## src/rtl/booth_mult_24b.sv

```systemverilog
// Sequential radix-2 Booth multiplier, 24x24 unsigned -> 48-bit product.
// Add/subtract steps are delegated to an external 25-bit adder over REQ/ACK.
module booth_mult_24b (
  input  logic        CLK,
  input  logic        RSTK,
  input  logic [23:0] m1,
  input  logic [23:0] m2,
  input  logic        BREQ,
  output logic        BACK,
  output logic [47:0] res,
  output logic [24:0] Adder_datain1,
  output logic [24:0] Adder_datain2,
  output logic        Adder_valid,
  input  logic [24:0] Adder_dataout,
  input  logic        Adder_carryout,
  input  logic        Adder_ack,
  input  logic [2:0]  Adder_Exc
);

  typedef enum logic [2:0] {
    S_IDLE,
    S_EXAM,
    S_ADD,
    S_ARLS,
    S_SHIFT,
    S_DONE
  } state_t;

  state_t      r_state;
  logic [24:0] r_m;
  logic [24:0] r_a;
  logic [24:0] r_q;
  logic        r_q1;
  logic [4:0]  r_cnt;

  logic [24:0] w_neg_m;
  logic [49:0] w_prod;
  logic        w_add;
  logic        w_sub;
  logic        w_unused;

  assign w_neg_m  = ~r_m + 25'd1;
  assign w_prod   = {r_a, r_q};
  assign w_add    = ({r_q[0], r_q1} == 2'b01);
  assign w_sub    = ({r_q[0], r_q1} == 2'b10);
  // Carry and exception are meaningless in mod 2^25 accumulation.
  assign w_unused = ^{Adder_carryout, Adder_Exc};

  always_ff @(posedge CLK or posedge RSTK) begin
    if (RSTK) begin
      r_state       <= S_IDLE;
      r_m           <= '0;
      r_a           <= '0;
      r_q           <= '0;
      r_q1          <= 1'b0;
      r_cnt         <= '0;
      BACK          <= 1'b0;
      res           <= '0;
      Adder_datain1 <= '0;
      Adder_datain2 <= '0;
      Adder_valid   <= 1'b0;
    end else begin
      case (r_state)
        S_IDLE: begin
          if (BREQ && !BACK) begin
            r_m     <= {1'b0, m1};
            r_q     <= {1'b0, m2};
            r_a     <= '0;
            r_q1    <= 1'b0;
            r_cnt   <= 5'd25;
            r_state <= S_EXAM;
          end
        end
        S_EXAM: begin
          unique case (1'b1)
            w_add: begin
              Adder_datain1 <= r_a;
              Adder_datain2 <= r_m;
              Adder_valid   <= 1'b1;
              r_state       <= S_ADD;
            end
            w_sub: begin
              Adder_datain1 <= r_a;
              Adder_datain2 <= w_neg_m;
              Adder_valid   <= 1'b1;
              r_state       <= S_ADD;
            end
            default: r_state <= S_SHIFT;
          endcase
        end
        S_ADD: begin
          if (Adder_ack) begin
            r_a         <= Adder_dataout;
            Adder_valid <= 1'b0;
            r_state     <= S_ARLS;
          end
        end
        S_ARLS: begin
          if (!Adder_ack) r_state <= S_SHIFT;
        end
        S_SHIFT: begin
          r_a   <= {r_a[24], r_a[24:1]};
          r_q   <= {r_a[0], r_q[24:1]};
          r_q1  <= r_q[0];
          r_cnt <= r_cnt - 5'd1;
          if (r_cnt == 5'd1) r_state <= S_DONE;
          else               r_state <= S_EXAM;
        end
        S_DONE: begin
          // Result is captured once; BACK then waits for BREQ to drop.
          if (!BACK) begin
            res  <= w_prod[47:0];
            BACK <= 1'b1;
          end else if (!BREQ) begin
            BACK    <= 1'b0;
            r_state <= S_IDLE;
          end
        end
        default: r_state <= S_IDLE;
      endcase
    end
  end

endmodule

```

## config.mk

```make
export PLATFORM = sky130hd
export DESIGN_NAME = booth_mult_24b
export DESIGN_NICKNAME = d
export VERILOG_FILES = /design/src/rtl/booth_mult_24b.sv
export SDC_FILE = /design/constraint.sdc
export NUM_CORES = 1
export LEC_CHECK = 0
export BUFFER_PORTS_ARGS = -buffer_cell sky130_fd_sc_hd__buf_2
export CAP_MARGIN = 25
export CELL_PAD_IN_SITES_DETAIL_PLACEMENT = 1
export CELL_PAD_IN_SITES_GLOBAL_PLACEMENT = 1
export CORE_MARGIN = 2
export CORE_UTILIZATION = 33
export CTS_CLUSTER_SIZE = 40
export DETAILED_ROUTE_END_ITERATION = 16
export PLACE_DENSITY = 0.72
export SYNTH_ARGS = -nofsm -noshare
export SYNTH_HDL_FRONTEND = slang
export SYNTH_SLANG_ARGS = --single-unit
export TNS_END_PERCENT = 10
```

## constraint.sdc

```tcl
create_clock -name CLK -period 19.7 [get_ports CLK]
set_input_delay 3.94 -clock CLK [delete_from_list [all_inputs] [get_ports CLK]]
set_output_delay 3.94 -clock CLK [all_outputs]
set_load 0.01 [all_outputs]
```

==> results of run 1 <==
flip-flops by register name, summed over array words and instances, names as in the netlist:
signal / flops
r_m: 24
r_q1: 1
res: 48
r_state: 3
r_a: 25
Adder_datain2: 25
BACK: 1
Adder_datain1: 25
Adder_valid: 1
r_q: 25
r_cnt: 5
logic make-up (layout without fill, tap and decap cells):
family,count (synthesis),in the layout,synth area share [%]
xor gates and xnor gates,16,16,1.73
DFF,183,183,56.7
AOI/OAI and AO/OA,112,112,9.69
buffers and inverters,63,228,3.41
other,0,1,0
muxes,83,83,11.5
and+or+nand+nor,296,296,16.4
adders and majority gates,4,4,0.619
critical path, cell delays in order:
cell and delay, ns:
buf_2 0.13, inv_8 0.56, buf_4 0.81
layout by cell type, fill, tap and decap left out, drive strengths merged, types with 7 or more instances in the layout:
master / count
a21oi: 7
buf: 186
xor2: 14
a22o: 25
or3: 10
o21ai: 27
and2: 7
mux2: 78
nor2: 61
inv: 15
o31ai: 9
o22ai: 25
nor4: 7
clkbuf: 17
dfrtp: 183
nand2: 173
clkinv: 8
cell type report:
class                   instances  area [µm²]
diodes                          1        2.50
well taps                     324         405
inverters                      10        45.0
clock buffers                  17         425
clock inverters                15         143
multi-input cells             511        3260
fillers                      2742       14300
repair buffers                186         996
flip-flops and latches        183        4580
per-stage QoR:
step                      cells  power (W)  utilization [%]  area (µm²)
after floorplan             757   0.000402                -        8080
after global placement     1212   0.000414             38.2        9230
after detailed placement   1212   0.000415             38.2        9230
after CTS                  1244   0.000755             40.5        9800
after global routing       1247   0.000772             40.8        9860
final                      1247   0.000742             40.8        9860
worst max-delay path by stage:
stage,cells after the start,end,startpoint,slack [ns]
2_1_floorplan,1,Adder_datain1[0],RSTK,10.79
3_3_place_gp,3,r_q[3],RSTK,14.03
3_5_place_dp,3,Adder_datain1[6],RSTK,14.02
4_1_cts,3,r_q[5],RSTK,14.50
5_1_grt,3,r_q[5],RSTK,14.28
6_report,3,r_q[5],RSTK,14.61
per-layer routing:
layer  track usage [%]  vias up
li1                  -     2911
met4              5.32        2
met2              28.0      108
met5                 0        -
met3              3.93       21
met1              22.0     3047
power breakdown:
part | internal (W) | switching, W
clock | 0.000168 | 0.000167
combinational | 0.00000903 | 0.0000153
sequential | 0.000378 | 0.00000395
total | 0.000555 | 0.000187
==> results_dict.tcl, run 1 <==
set metrics [dict create \
    hold-path-endpoint "Adder_datain1[22]" \
    portBuffers 176 \
    synth_top_area_share_pct 56.7 \
    clock-root-buffer "clkbuf_16" \
    clk_pin_slew_ns 0.08 \
    tns_ns 0 \
    slew_viol_final 0 \
    reg2reg_depth 5 \
    gp_congestion 0.771 \
    dp_slack_ns 14.02 \
    syn-num-nets 842 \
    finalNetCount 994 \
    grt_max_degree 117 \
    gr-total-overflow 0 \
    met1_length_um 9590 \
    routed_wl_um 20800 \
    cts_tree "yes" \
    hp-class "reg2reg" \
    cp.required_ns 20.14 \
    endpoint_kind "async pin" \
    ys_ff_latch 183 \
    synth_edf_count 0 \
    r2r-start "r_q[0]" \
    cap_violations 0 \
    setup_viol 0 \
    post_cts_buffers 0 \
    reg2reg_setup_slack_ns 16.93 \
    finalCritPeriodShare_pct 25.8 \
    cp_data_arrival_time_ns 5.53 \
    antenna_found_initial 2 \
    async_flop_share_pct 100 \
    initial_utilization_pct 33.4 \
    die_h_um 160 \
    avgSynthCellArea_um2 10.7 \
    grt_use_total_pct 16.9 \
    leakagePower_nw 5.15 \
    rsz0062_at_grt "no" \
    hold_slack_ns 0.472 \
    r2r_end "Adder_datain2[18]" \
    postCtsHoldBufs 0 \
    peakVddDrop_mv 0.0391 \
    grt_pass1_wl_um 34700 \
    hold_start "Adder_datain1[22]" \
    criticalPathCategory "in2async" \
    yosys-top-cells-area "dfrtp_1 (57%), mux2_2 (11%), nand2_1 (8.0%)" \
    first_pass_iters 4 \
    avgViaCountPerCell 4.88 \
    max_freq_mhz 197 \
    synth_ff_type "dfrtp_1" \
    finClkSkew_ns 0.0109 \
    routed-via-count 6089 \
    ant_nets 0 \
    ys_seq_area_share_pct 56.7 \
    io_pins 181 \
    yosysMostFrequentCell "dfrtp_1" \
    slew_headroom_pct 40.8 \
    yosysTopAreaCell "dfrtp_1" \
    syn_inst 757 \
    tightest_slew_ns 0.880 \
    die_area_um2 25800 \
    final_hold_viol_count 0 \
    first_iter_violations 299 \
    htree_levels 4 \
    clk_path_buf_depth 2 \
    synth_common_cells "dfrtp_1 (183), nand2_1 (173), mux2_2 (78)" \
    row_count 57 \
    finalCriticalPeriod_ns 5.09 \
    status "complete, no violations" \
    path_max_fanout 116 \
    dr_wl_met3_um 890 \
    clock_latency_ns 0.42 \
    syn_area_um2 8080 \
    p_per_area_nw_per_um2 75.2 \
    crit_path_start_kind "primary input" \
    cts_sinks 183 \
    numCtsBuffers 17 \
    synthToLayoutAreaGrowth_pct 22.0 \
    post_drt_wl_per_cell_um 16.7 \
    dp_hpwl_um 13500 \
    synth.distinct_cells 54 \
    setup_slack_ns 14.61 \
    route.detailed.drc 0 \
    drive_gt1_share_pct 33.6 \
    hold_depth 2 \
    coreArea_um2 24200 \
    grt_pass1_vias 6505 \
    die_x_um 160 \
    wl_met2_um 9990 \
    yosys_warnings 0 \
    ctsResizeCount 0 \
    routed.top_layer "met5" \
]
(Power assumes the default switching activity.)
==> run 2: changes to the inputs <==
PLACE_DENSITY = 0.75   (was 0.72)
clock period = 4.26 ns   (was 19.7 ns; I/O delays follow)
==> results_dict.tcl, run 2 (same netlist as run 1, synthesis figures left out) <==
set metrics [dict create \
    status "complete, no violations" \
    hold_slack_ns 0.470 \
    fin_cells 1251 \
    tightest_slew_ns 0.924 \
    grt_pass1_vias 6716 \
    ctsResizeCount 0 \
    criticalPathCategory "reg2reg" \
    antenna_found_initial 3 \
    cp.required_ns 4.61 \
    setup_viol 0 \
    crit_buf_inv 1 \
    top_register "res" \
    crit_path_start_kind "register" \
    row_count 57 \
    utilization_pct 41.0 \
    path_max_fanout 20 \
    avgViaCountPerCell 4.90 \
    max_freq_mhz 374 \
    hp-class "reg2reg" \
    largest_reg_flops 48 \
    cp_data_arrival_time_ns 3.02 \
    numCtsBuffers 17 \
    ant_nets 0 \
    clock-root-buffer "clkbuf_16" \
    final_hold_viol_count 0 \
    peakVddDrop_mv 0.187 \
    clk_path_buf_depth 2 \
    slew_headroom_pct 37.9 \
    io_pins 181 \
    grt_use_total_pct 16.9 \
    finalCriticalPeriod_ns 2.67 \
    p_per_area_nw_per_um2 351 \
    tns_ns 0 \
    postCtsHoldBufs 0 \
    initial_utilization_pct 33.4 \
    leakagePower_nw 5.16 \
    endpoint_kind "register" \
    critPathTopFamily "buffers and inverters" \
    portBuffers 176 \
    finClkSkew_ns 0.00949 \
    routed-via-count 6124 \
    clock_latency_ns 0.42 \
    max_stage_delay_ns 0.69 \
    die_h_um 160 \
    grt_max_degree 85 \
    cts_tree "yes" \
    die_x_um 160 \
    crit_chain "ha_1 > clkinv_1 > or3_1 > mux2_2 > nand2_1" \
    die_area_um2 25800 \
    synthToLayoutAreaGrowth_pct 22.6 \
    post_cts_buffers 0 \
    gr-total-overflow 0 \
    finalCritPeriodShare_pct 62.8 \
    grt_pass1_wl_um 34900 \
    slew_viol_final 0 \
    cts_sinks 183 \
    dp_hpwl_um 14100 \
    post_drt_wl_per_cell_um 16.7 \
    critPathSlowestCell "clkinv_1" \
    gp_congestion 0.757 \
    routed_wl_um 20900 \
    drive_gt1_share_pct 33.7 \
    coreArea_um2 24200 \
    rsz0062_at_grt "no" \
    first_iter_violations 248 \
    dp_cells 1216 \
    first_pass_iters 4 \
    clk_pin_slew_ns 0.07 \
    htree_levels 4 \
    route.detailed.drc 0 \
    most-common-layout-cells "dfrtp_1 (183), buf_2 (176), nand2_1 (173)" \
    finalNetCount 997 \
    layout_commonest_cell "dfrtp_1" \
    cap_violations 0 \
]
==> run 2: layout make-up <==
type,count,area (µm²)
fill,2762,14300
sequential,183,4580
multi-input combinational,511,3260
timing repair buffer,189,1030
clock buffer,19,443
tap,324,405
clock inverter,12,143
inverter,10,41.3
antenna,3,7.51
==> run 2: worst paths after layout <==
kind	start	endpoint	slack [ns]	depth (start not counted)
worst max-delay path	r_q[0]	Adder_datain2[22]	1.59	5
worst min-delay path	Adder_datain1[12]	Adder_datain1[12]	0.47	2
worst max register to register	r_q[0]	Adder_datain2[22]	1.59	5
worst min register to register	Adder_datain1[12]	Adder_datain1[12]	0.47	2
max in group asynchronous	RSTK	r_q[18]	2.75	3
min in group asynchronous	RSTK	r_q[1]	0.52	2
==> run 2: worst reg2reg max path, delay by kind of cell (launching register included) <==
kind                       cells  cell delay [ns]
adders and majority gates      1             0.66
buffers and inverters          1             0.70
DFF                            1             0.40
muxes                          1             0.26
and+or+nand+nor                2             0.59
==> run 2: power breakdown <==
group | switching (W) | internal, W | leakage, nW
Combinational | 0.0000718 | 0.0000440 | 2.39
Sequential | 0.0000182 | 0.00175 | 2.49
Clock | 0.000706 | 0.000888 | 0.278
==> run 2: routing by layer <==
layer / vias to the layer above / track usage [%] / wire length, µm
met5: - / 0 / 16
met4: 2 / 4.55 / 234
met3: 16 / 3.93 / 831
met2: 106 / 29.0 / 10200
met1: 3069 / 21.3 / 9570
li1: 2931 / - / -
==> run 2: metrics by stage <==
step / cell area (µm²) / setup slack (ns) / total power [W]
6_report: 9910 / 1.59 / 0.00348
5_1_grt: 9910 / 1.29 / 0.00361
4_1_cts: 9870 / 1.53 / 0.00353
3_5_place_dp: 9290 / 1.56 / 0.00192
3_3_place_gp: 9270 / 1.63 / 0.00192
2_1_floorplan: 8090 / 1.06 / 0.00186
